### config.mk
export PLATFORM = sky130hd
export DESIGN_NAME = kv_request_framer
export DESIGN_NICKNAME = d
export VERILOG_FILES = /design/src/rtl/kv_pkg.sv /design/src/rtl/kv_request_framer.sv
export SDC_FILE = /design/constraint.sdc
export NUM_CORES = 1
export LEC_CHECK = 0
export CAP_MARGIN = 30
export CELL_PAD_IN_SITES_DETAIL_PLACEMENT = 0
export CELL_PAD_IN_SITES_GLOBAL_PLACEMENT = 1
export CORE_AREA = 2 2 486 488
export DETAILED_ROUTE_END_ITERATION = 6
export DIE_AREA = 0 0 488 490
export GPL_TIMING_DRIVEN = 0
export PLACE_DENSITY_LB_ADDON = 0.1
export SKIP_LAST_GASP = 1
export SLEW_MARGIN = 20
export SYNTH_ARGS = -nofsm -noshare
export SYNTH_HDL_FRONTEND = slang
export SYNTH_SLANG_ARGS = --single-unit
export TNS_END_PERCENT = 20
### constraint.sdc
create_clock -name clk -period 2.6 [get_ports clk]
set_input_delay 0.52 -clock clk [delete_from_list [all_inputs] [get_ports clk]]
set_output_delay 0.52 -clock clk [all_outputs]
set_load 0.01 [all_outputs]
### src/rtl/kv_pkg.sv
// Shared definitions for the KV request path: request-header layout, framer
// states and the opcode values also used by request_parser.
package kv_pkg;

  localparam logic [15:0] HDR_MAGIC    = 16'hFFFF;
  localparam int          HDR_BITS     = 128;
  localparam int          CLI_HDR_BITS = 32;
  localparam int          SHIFT_BITS   = 96;

  localparam logic [7:0]  OP_GET       = 8'h00;
  localparam logic [7:0]  OP_SET       = 8'h01;

  localparam logic [7:0]  KEYLEN_WORDS_OK = 8'd1;

  typedef enum logic [1:0] {
    ST_FIRST = 2'd0,
    ST_BODY  = 2'd1,
    ST_TAIL  = 2'd2,
    ST_DROP  = 2'd3
  } kv_state_t;

  // Client header {totlen, keylen, opcode} plus connection meta -> request header.
  function automatic logic [HDR_BITS-1:0] build_req_hdr(
    input logic [63:0]           meta,
    input logic [CLI_HDR_BITS-1:0] cli
  );
    return {meta, cli[7:0], cli[15:8], cli[31:16], 16'h0000, HDR_MAGIC};
  endfunction

endpackage

### src/rtl/kv_request_framer.sv
// Rewrites UDP payload packets into request_parser's 128-bit header format,
// realigning the payload 96 bits upward and dropping malformed packets.
module kv_request_framer
  import kv_pkg::*;
#(
  parameter int DATA_WIDTH = 512,
  parameter int META_WIDTH = 64
) (
  input  logic                    clk,
  input  logic                    rst_n,
  input  logic [DATA_WIDTH-1:0]   s_axis_tdata,
  input  logic [DATA_WIDTH/8-1:0] s_axis_tkeep,
  input  logic                    s_axis_tlast,
  input  logic [META_WIDTH-1:0]   s_axis_tuser,
  input  logic                    s_axis_tvalid,
  output logic                    s_axis_tready,
  output logic [DATA_WIDTH-1:0]   m_axis_tdata,
  output logic [DATA_WIDTH/8-1:0] m_axis_tkeep,
  output logic                    m_axis_tlast,
  output logic                    m_axis_tvalid,
  input  logic                    m_axis_tready,
  output logic [31:0]             drop_count
);

  localparam int KEEP_WIDTH    = DATA_WIDTH / 8;
  localparam int SHIFT_BYTES   = SHIFT_BITS / 8;
  localparam int CLI_HDR_BYTES = CLI_HDR_BITS / 8;
  localparam int HDR_BYTES     = HDR_BITS / 8;
  localparam int CARRY_LSB     = DATA_WIDTH - SHIFT_BITS;
  localparam int CARRY_KLSB    = KEEP_WIDTH - SHIFT_BYTES;

  kv_state_t state_q, state_d;

  logic [SHIFT_BITS-1:0]  carry_q;
  logic [SHIFT_BYTES-1:0] carry_keep_q;

  logic adv;
  logic in_fire;
  logic malformed;
  logic need_tail;
  logic load;
  logic carry_en;
  logic count_drop;

  logic [DATA_WIDTH-1:0] beat_data;
  logic [KEEP_WIDTH-1:0] beat_keep;
  logic                  beat_last;
  logic [HDR_BITS-1:0]   hdr;

  assign adv       = !m_axis_tvalid || m_axis_tready;
  assign in_fire   = s_axis_tvalid && s_axis_tready;
  assign malformed = (s_axis_tkeep[CLI_HDR_BYTES-1:0] != '1) ||
                     (s_axis_tdata[15:8] != KEYLEN_WORDS_OK);
  // Bytes above 51 spill past the shifted beat and need a follow-up tail beat.
  assign need_tail = |s_axis_tkeep[KEEP_WIDTH-1:CARRY_KLSB];
  assign hdr       = build_req_hdr(s_axis_tuser, s_axis_tdata[CLI_HDR_BITS-1:0]);

  always_comb begin
    case (state_q)
      ST_FIRST, ST_BODY: s_axis_tready = adv;
      ST_DROP:           s_axis_tready = 1'b1;
      default:           s_axis_tready = 1'b0;
    endcase
  end

  always_comb begin
    state_d    = state_q;
    load       = 1'b0;
    carry_en   = 1'b0;
    count_drop = 1'b0;
    beat_data  = '0;
    beat_keep  = '0;
    beat_last  = 1'b0;

    case (state_q)
      ST_FIRST: begin
        if (in_fire) begin
          if (malformed) begin
            count_drop = 1'b1;
            if (!s_axis_tlast) begin
              state_d = ST_DROP;
            end
          end else begin
            load      = 1'b1;
            carry_en  = 1'b1;
            beat_data = {s_axis_tdata[CARRY_LSB-1:CLI_HDR_BITS], hdr};
            beat_keep = {s_axis_tkeep[CARRY_KLSB-1:CLI_HDR_BYTES], {HDR_BYTES{1'b1}}};
            beat_last = s_axis_tlast && !need_tail;
            if (s_axis_tlast) begin
              state_d = need_tail ? ST_TAIL : ST_FIRST;
            end else begin
              state_d = ST_BODY;
            end
          end
        end
      end

      ST_BODY: begin
        if (in_fire) begin
          load      = 1'b1;
          carry_en  = 1'b1;
          beat_data = {s_axis_tdata[CARRY_LSB-1:0], carry_q};
          beat_keep = {s_axis_tkeep[CARRY_KLSB-1:0], carry_keep_q};
          beat_last = s_axis_tlast && !need_tail;
          if (s_axis_tlast) begin
            state_d = need_tail ? ST_TAIL : ST_FIRST;
          end
        end
      end

      ST_TAIL: begin
        if (adv) begin
          load      = 1'b1;
          beat_data = {{CARRY_LSB{1'b0}}, carry_q};
          beat_keep = {{CARRY_KLSB{1'b0}}, carry_keep_q};
          beat_last = 1'b1;
          state_d   = ST_FIRST;
        end
      end

      ST_DROP: begin
        if (in_fire && s_axis_tlast) begin
          state_d = ST_FIRST;
        end
      end

      default: state_d = ST_FIRST;
    endcase
  end

  always_ff @(posedge clk) begin
    if (!rst_n) begin
      state_q       <= ST_FIRST;
      carry_q       <= '0;
      carry_keep_q  <= '0;
      m_axis_tvalid <= 1'b0;
      m_axis_tdata  <= '0;
      m_axis_tkeep  <= '0;
      m_axis_tlast  <= 1'b0;
      drop_count    <= '0;
    end else begin
      state_q <= state_d;

      if (carry_en) begin
        carry_q      <= s_axis_tdata[DATA_WIDTH-1:CARRY_LSB];
        carry_keep_q <= s_axis_tkeep[KEEP_WIDTH-1:CARRY_KLSB];
      end

      if (adv) begin
        m_axis_tvalid <= load;
        if (load) begin
          m_axis_tdata <= beat_data;
          m_axis_tkeep <= beat_keep;
          m_axis_tlast <= beat_last;
        end
      end

      if (count_drop && (drop_count != '1)) begin
        drop_count <= drop_count + 32'd1;
      end
    end
  end

endmodule

# After elaboration in Yosys (flattened, before gate mapping)
# Cells that the tools add are included.
[word_totals] regBits=720 latchBits=0 ram_bits=0 rom_bits=0 in_bits=645 output_inout_bits=611 memories=0
[classes] addsub=1 n_mul=0 div=0 magnitude_cmp=0 eq_ne=12 shifts=0 mux=32 bitwise=0 reduce_logical=13
[ops] cell="$mux W512" count=3
[ops] cell="$pmux W512 S3" count=1
[ops] cell="$mux W64" count=3
[ops] cell="$pmux W64 S3" count=1
[ops] cell="$add A32 B1 Y32 const B" count=1
[ops] cell="$ne A32 B32 Y1 const B" count=1
[ops] cell="$mux W2" count=9
[ops] cell="$reduce_or A12 Y1" count=1
[ops] cell="$mux W1" count=10
[ops] cell="$ne A2 B2 Y1 const B" count=5
[ops] cell="$ne A8 B1 Y1 const B" count=1
[ops] cell="$pmux W2 S4" count=1
[ops] cell="$pmux W1 S3" count=2
[ops] cell="$reduce_and A6 Y1" count=1
[ops] cell="$eq A2 B2 Y1 const B" count=2
[ops] cell="$logic_and A1 B1 Y1" count=4
[ops] cell="$ne A4 B4 Y1 const B" count=1
[ops] cell="$pmux W1 S2" count=2
[ops] cell="$ne A3 B3 Y1 const B" count=1
[ops] cell="$eq A2 B1 Y1 const B" count=1
[ops] cell="$logic_not A1 Y1" count=2
[ops] cell="$logic_not A2 Y1" count=1
[ops] cell="$logic_or A1 B1 Y1" count=2
[ops] cell="$reduce_and A2 Y1" count=1
[ops] cell="$reduce_or A2 Y1" count=1

# Logic depth before layout (Yosys ltp)
[depth] depth_word=7 depth_mapped=10 mapped_depth_nobuf=6

# Worst setup path before layout
# OpenSTA, ideal clock, no wires.
[synth_path] kind="in2reg" startpoint="input port s_axis_tdata[9]" endpoint="register m_axis_tdata[438]" setup_ns=0.128 arrival_time_ns=2.026 t_required_ns=2.472 setup_slack_ns=0.446 stages=9 n_path_buf=4 path_cell_list="nor4b_1 and3_1 buf_2 a21oi_1 buf_2 clkbuf_1 buf_2 a22oi_1 nor2_1"
[synth_via] elab_chain_len=6
[synth_lines] element="start, declared" line_no="kv_request_framer.sv:11" source="input logic [DATA_WIDTH-1:0] s_axis_tdata,"
[synth_lines] element="$ne A8 B1 Y1 (*)" line_no="kv_request_framer.sv:53" source="(s_axis_tdata[15:8] != KEYLEN_WORDS_OK);"
[synth_lines] element="$logic_or A1 B1 Y1 (*)" line_no="kv_request_framer.sv:52" source="assign malformed = (s_axis_tkeep[CLI_HDR_BYTES-1:0] != '1) ||"
[synth_lines] element="$mux W1" line_no="kv_request_framer.sv:78" source="if (malformed) begin"
[synth_lines] element="$mux W1" line_no="kv_request_framer.sv:77" source="if (in_fire) begin"
[synth_lines] element="$pmux W1 S3" line_no="kv_request_framer.sv:75" source="case (state_q)"
[synth_lines] element="$reduce_and A2 Y1 (no line)"
[synth_lines] element="end signal, assigned" line_no="kv_request_framer.sv:152" source="m_axis_tdata <= beat_data;"
[synth_lines] element="end, declared" line_no="kv_request_framer.sv:17" source="output logic [DATA_WIDTH-1:0] m_axis_tdata,"
# Every way passes the cells marked *; elsewhere a longest branch is shown, timed or not.
# A chain may end at the register's enable or synchronous reset.

# Worst setup path in the final report
[layout_path] startpoint="register m_axis_tvalid" endpoint="register m_axis_tdata[204]"
[layout_via] elab_chain_len=7
[layout_lines] element="start, declared" line_no="kv_request_framer.sv:20" source="output logic m_axis_tvalid,"
[layout_lines] element="start signal, assigned" line_no="kv_request_framer.sv:150" source="m_axis_tvalid <= load;"
[layout_lines] element="$logic_not A1 Y1 (*)" line_no="kv_request_framer.sv:50" source="assign adv = !m_axis_tvalid || m_axis_tready;"
[layout_lines] element="$logic_or A1 B1 Y1 (*)" line_no="kv_request_framer.sv:50"
[layout_lines] element="$pmux W1 S2" line_no="kv_request_framer.sv:59" source="case (state_q)"
[layout_lines] element="$logic_and A1 B1 Y1" line_no="kv_request_framer.sv:51" source="assign in_fire = s_axis_tvalid && s_axis_tready;"
[layout_lines] element="$mux W1 (on tied branches)" line_no="kv_request_framer.sv:99, kv_request_framer.sv:77"
[layout_lines] element="$pmux W1 S3" line_no="kv_request_framer.sv:75"
[layout_lines] element="$reduce_and A2 Y1 (no line)"
# Marked as above.

==> results.yml <==
power_and_ir_drop:
  ir_drop_v: 0.000589
  p_per_area_mw_per_mm2: 659
  p_total_uw: 30100
  power_leakage_uw: 0.0154
cts:
  cts_tree: "built"
  clkSlewWorstSetupHoldPaths_ns: 0.06
  clock_sinks: 720
  cts_root_buf: "clkbuf_16"
  clockBufferDepth: 3
  htree_levels: 3
  clock_latency_ns: 0.76
  cts_buffers: 101
layout:
  drive_above_1_share_pct: 7.40
  syn2layout_area_growth_pct: 79.4
  fill_cells: 26100
  nNetsFinal: 4855
  multiInputGateArea_mm2: 0.00991
  register_area_mm2: 0.0144
worst_setup_path:
  end_kind: "register"
  r2r_slack_ns: 0.02
  crit_type: "reg2reg"
  reg2reg_to: "m_axis_tdata[204]"
  path_max_fanout: 10
  worstSetupStartpointType: "register"
  startpoint: "m_axis_tvalid"
  reg2reg_from: "m_axis_tvalid"
  cp_data_required_time_ns: 3.29
  cp.arrival_ns: 3.27
  reg2reg_depth: 9
run:
  max-cap-violations: 0
route:
  routed_wl_mm: 224
  drt_iter0_drc: 1891
  drt_first_pass_iters: 7
  drc: 3
  vias_per_cell: 3.78
  final_antenna_net_count: 0
  wl_per_cell_um: 29.9
  vias: 28200
floorplanning:
  die_w_um: 488
  coreArea_mm2: 0.234
  ios: 1256
  dieHeight_um: 490
  initial_core_util_pct: 10.9
  die_area_mm2: 0.239
  num_rows: 178
synthesis:
  synth_top_area_share_pct: 56.7
  synth_most_common_cell: "dfxtp_1"
  synthesis.nets: 3489
  synth_top_area_cell: "dfxtp_1"
  avgSynthCellArea_um2: 8.94
  synth_seq_area_share_pct: 56.7
  syn-cell-area_mm2: 0.0254
  synth_edf_count: 0
  syn_inst: 2843
  ys_ff_latch: 720
  ys_async_sr_fraction_pct: 0
  yosys_most_used_dff: "dfxtp_1"
  netlist_top_cells_count: "dfxtp_1, nor2_1, a22oi_1"
  synth_cell_types: 45
  ys_warn_count: 0
  synth_area_leaders: "dfxtp_1, a22oi_1, nor2_1, nand2_1, a21oi_1"
min_path:
  holdPathEnd: "carry_q[83]"
  hp-start: "s_axis_tdata[499]"
  whs_path_depth: 3
  hp-class: "in2reg"
sta:
  post-route-min-period_ns: 2.58
  slew-limit-headroom_pct: 40.4
  slew_viol_final: 0
  hold_viol_final: 0
  setup_viol: 0
  skew_ns: 0.0553
  rsz0062_at_grt: "true"
  final.period_utilization_pct: 99.1
  max_clock_freq_ghz: 0.388
  worst_pin_slew_ns: 0.894
  fin_setup_tns_ns: 0
global_route:
  grt_max_degree: 15
  grt_usage_pct: 18.1
  grt_pass1_wl_mm: 289
  grt_pass1_vias: 28500
  antenna_found_initial: 177
  overflow: 0
outcome:
  status: "finished, violations left"
  violations: "design-rule violations"
place:
  globalplace.congestion: 0.842
  dp_hpwl_mm: 185
  port-buffer-count: 1254
==> placed cells by master, fill, tap and decap left out, drive strengths merged, types with 38 or more instances in the layout <==
cell           instances
nor2                 507
clkbuf               299
dfxtp                720
diode                 44
clkdlybuf4s50       1252
o21ai                146
a21oi                209
a22oi                432
nand2                323
a221oi                56
nand3                 38
buf                  126
==> worst max-delay path by stage <==
stage | endpoint | slack, ns | depth (start not counted)
global route | carry_q[75] | -0.14 | 10
detailed placement | m_axis_tdata[336] | -1.83 | 9
floorplan | m_axis_tdata[438] | 0.45 | 9
finish | m_axis_tdata[204] | 0.02 | 9
CTS | m_axis_tdata[79] | -0.17 | 10
global placement | carry_q[23] | -2.28 | 9
==> per-stage QoR <==
stage / cell area, µm² / worst slack [ns] / utilization (%) / hold slack [ns] / instances
floorplan: 25400 / 0.446 / - / 0.429 / 2843
CTS: 45400 / -0.166 / 19.4 / 0.224 / 7433
detailed placement: 42000 / -1.83 / 18.0 / 0.444 / 7254
global route: 45500 / -0.137 / 19.5 / 0.297 / 7449
finish: 45600 / 0.0222 / 19.5 / 0.343 / 7477
global placement: 41900 / -2.28 / 17.9 / 0.438 / 7247
==> logic make-up after synthesis <==
| logic type | count (synthesis) | synth area share [%] |
|---|---|---|
| multiplexers | 7 | 0.276 |
| AO/OA/AOI/OAI | 885 | 22.9 |
| adder cells (fa/ha/maj) | 1 | 0.0492 |
| flip-flops | 720 | 56.7 |
| AND/OR/NAND/NOR | 959 | 15.5 |
| buffers and inverters | 271 | 4.61 |
==> timing repair <==
action                                  CTS  global route
hold buffers                              0             0
pin swaps                                 1             0
endpoints found under the setup margin  720           559
gates resized for setup                  42            36
buffers inserted                          2             1
==> report_power, final <==
part           total (µW)  switching [µW]  internal (µW)
logic                4220            2280           1940
registers           11700             248          11400
clock network       14200            5900           8250
==> area by class of cell <==
type                            count  share of cell area [%]
Sequential cell                   720                    31.6
Timing Repair Buffer             1264                    27.8
Multi-Input combinational cell   1852                    21.7
Tap cell                         3150                    8.64
Clock buffer                      152                    6.45
Buffer                            264                    2.81
Clock inverter                     25                   0.702
Antenna cell                       44                   0.241
Inverter                            6                  0.0494
==> registers in the layout, summed over array words and instances, names as in the netlist <==
name	flops
m_axis_tkeep	64
state_q	2
carry_q	96
drop_count	32
m_axis_tvalid	1
carry_keep_q	12
m_axis_tlast	1
m_axis_tdata	512
==> critical path: stages, from the launching register on <==
cell and delay, ns:
dfxtp_1 0.32, nor2b_1 0.14, buf_6 0.14, or3_4 0.43, o22ai_1 0.25, buf_12 0.23
clkbuf_2 0.37, buf_2 0.38, a22oi_1 0.11, nor2_1 0.12
==> layer usage <==
metal | GRT usage (%) | vias to the layer above | wire length (µm)
met2 | 32.2 | 1200 | 113000
met1 | 19.5 | 13700 | 82500
met5 | 0 | - | 292
li1 | - | 12900 | -
met4 | 4.77 | 42 | 6120
met3 | 7.41 | 373 | 21900
Power figures use the tool's default switching activity.
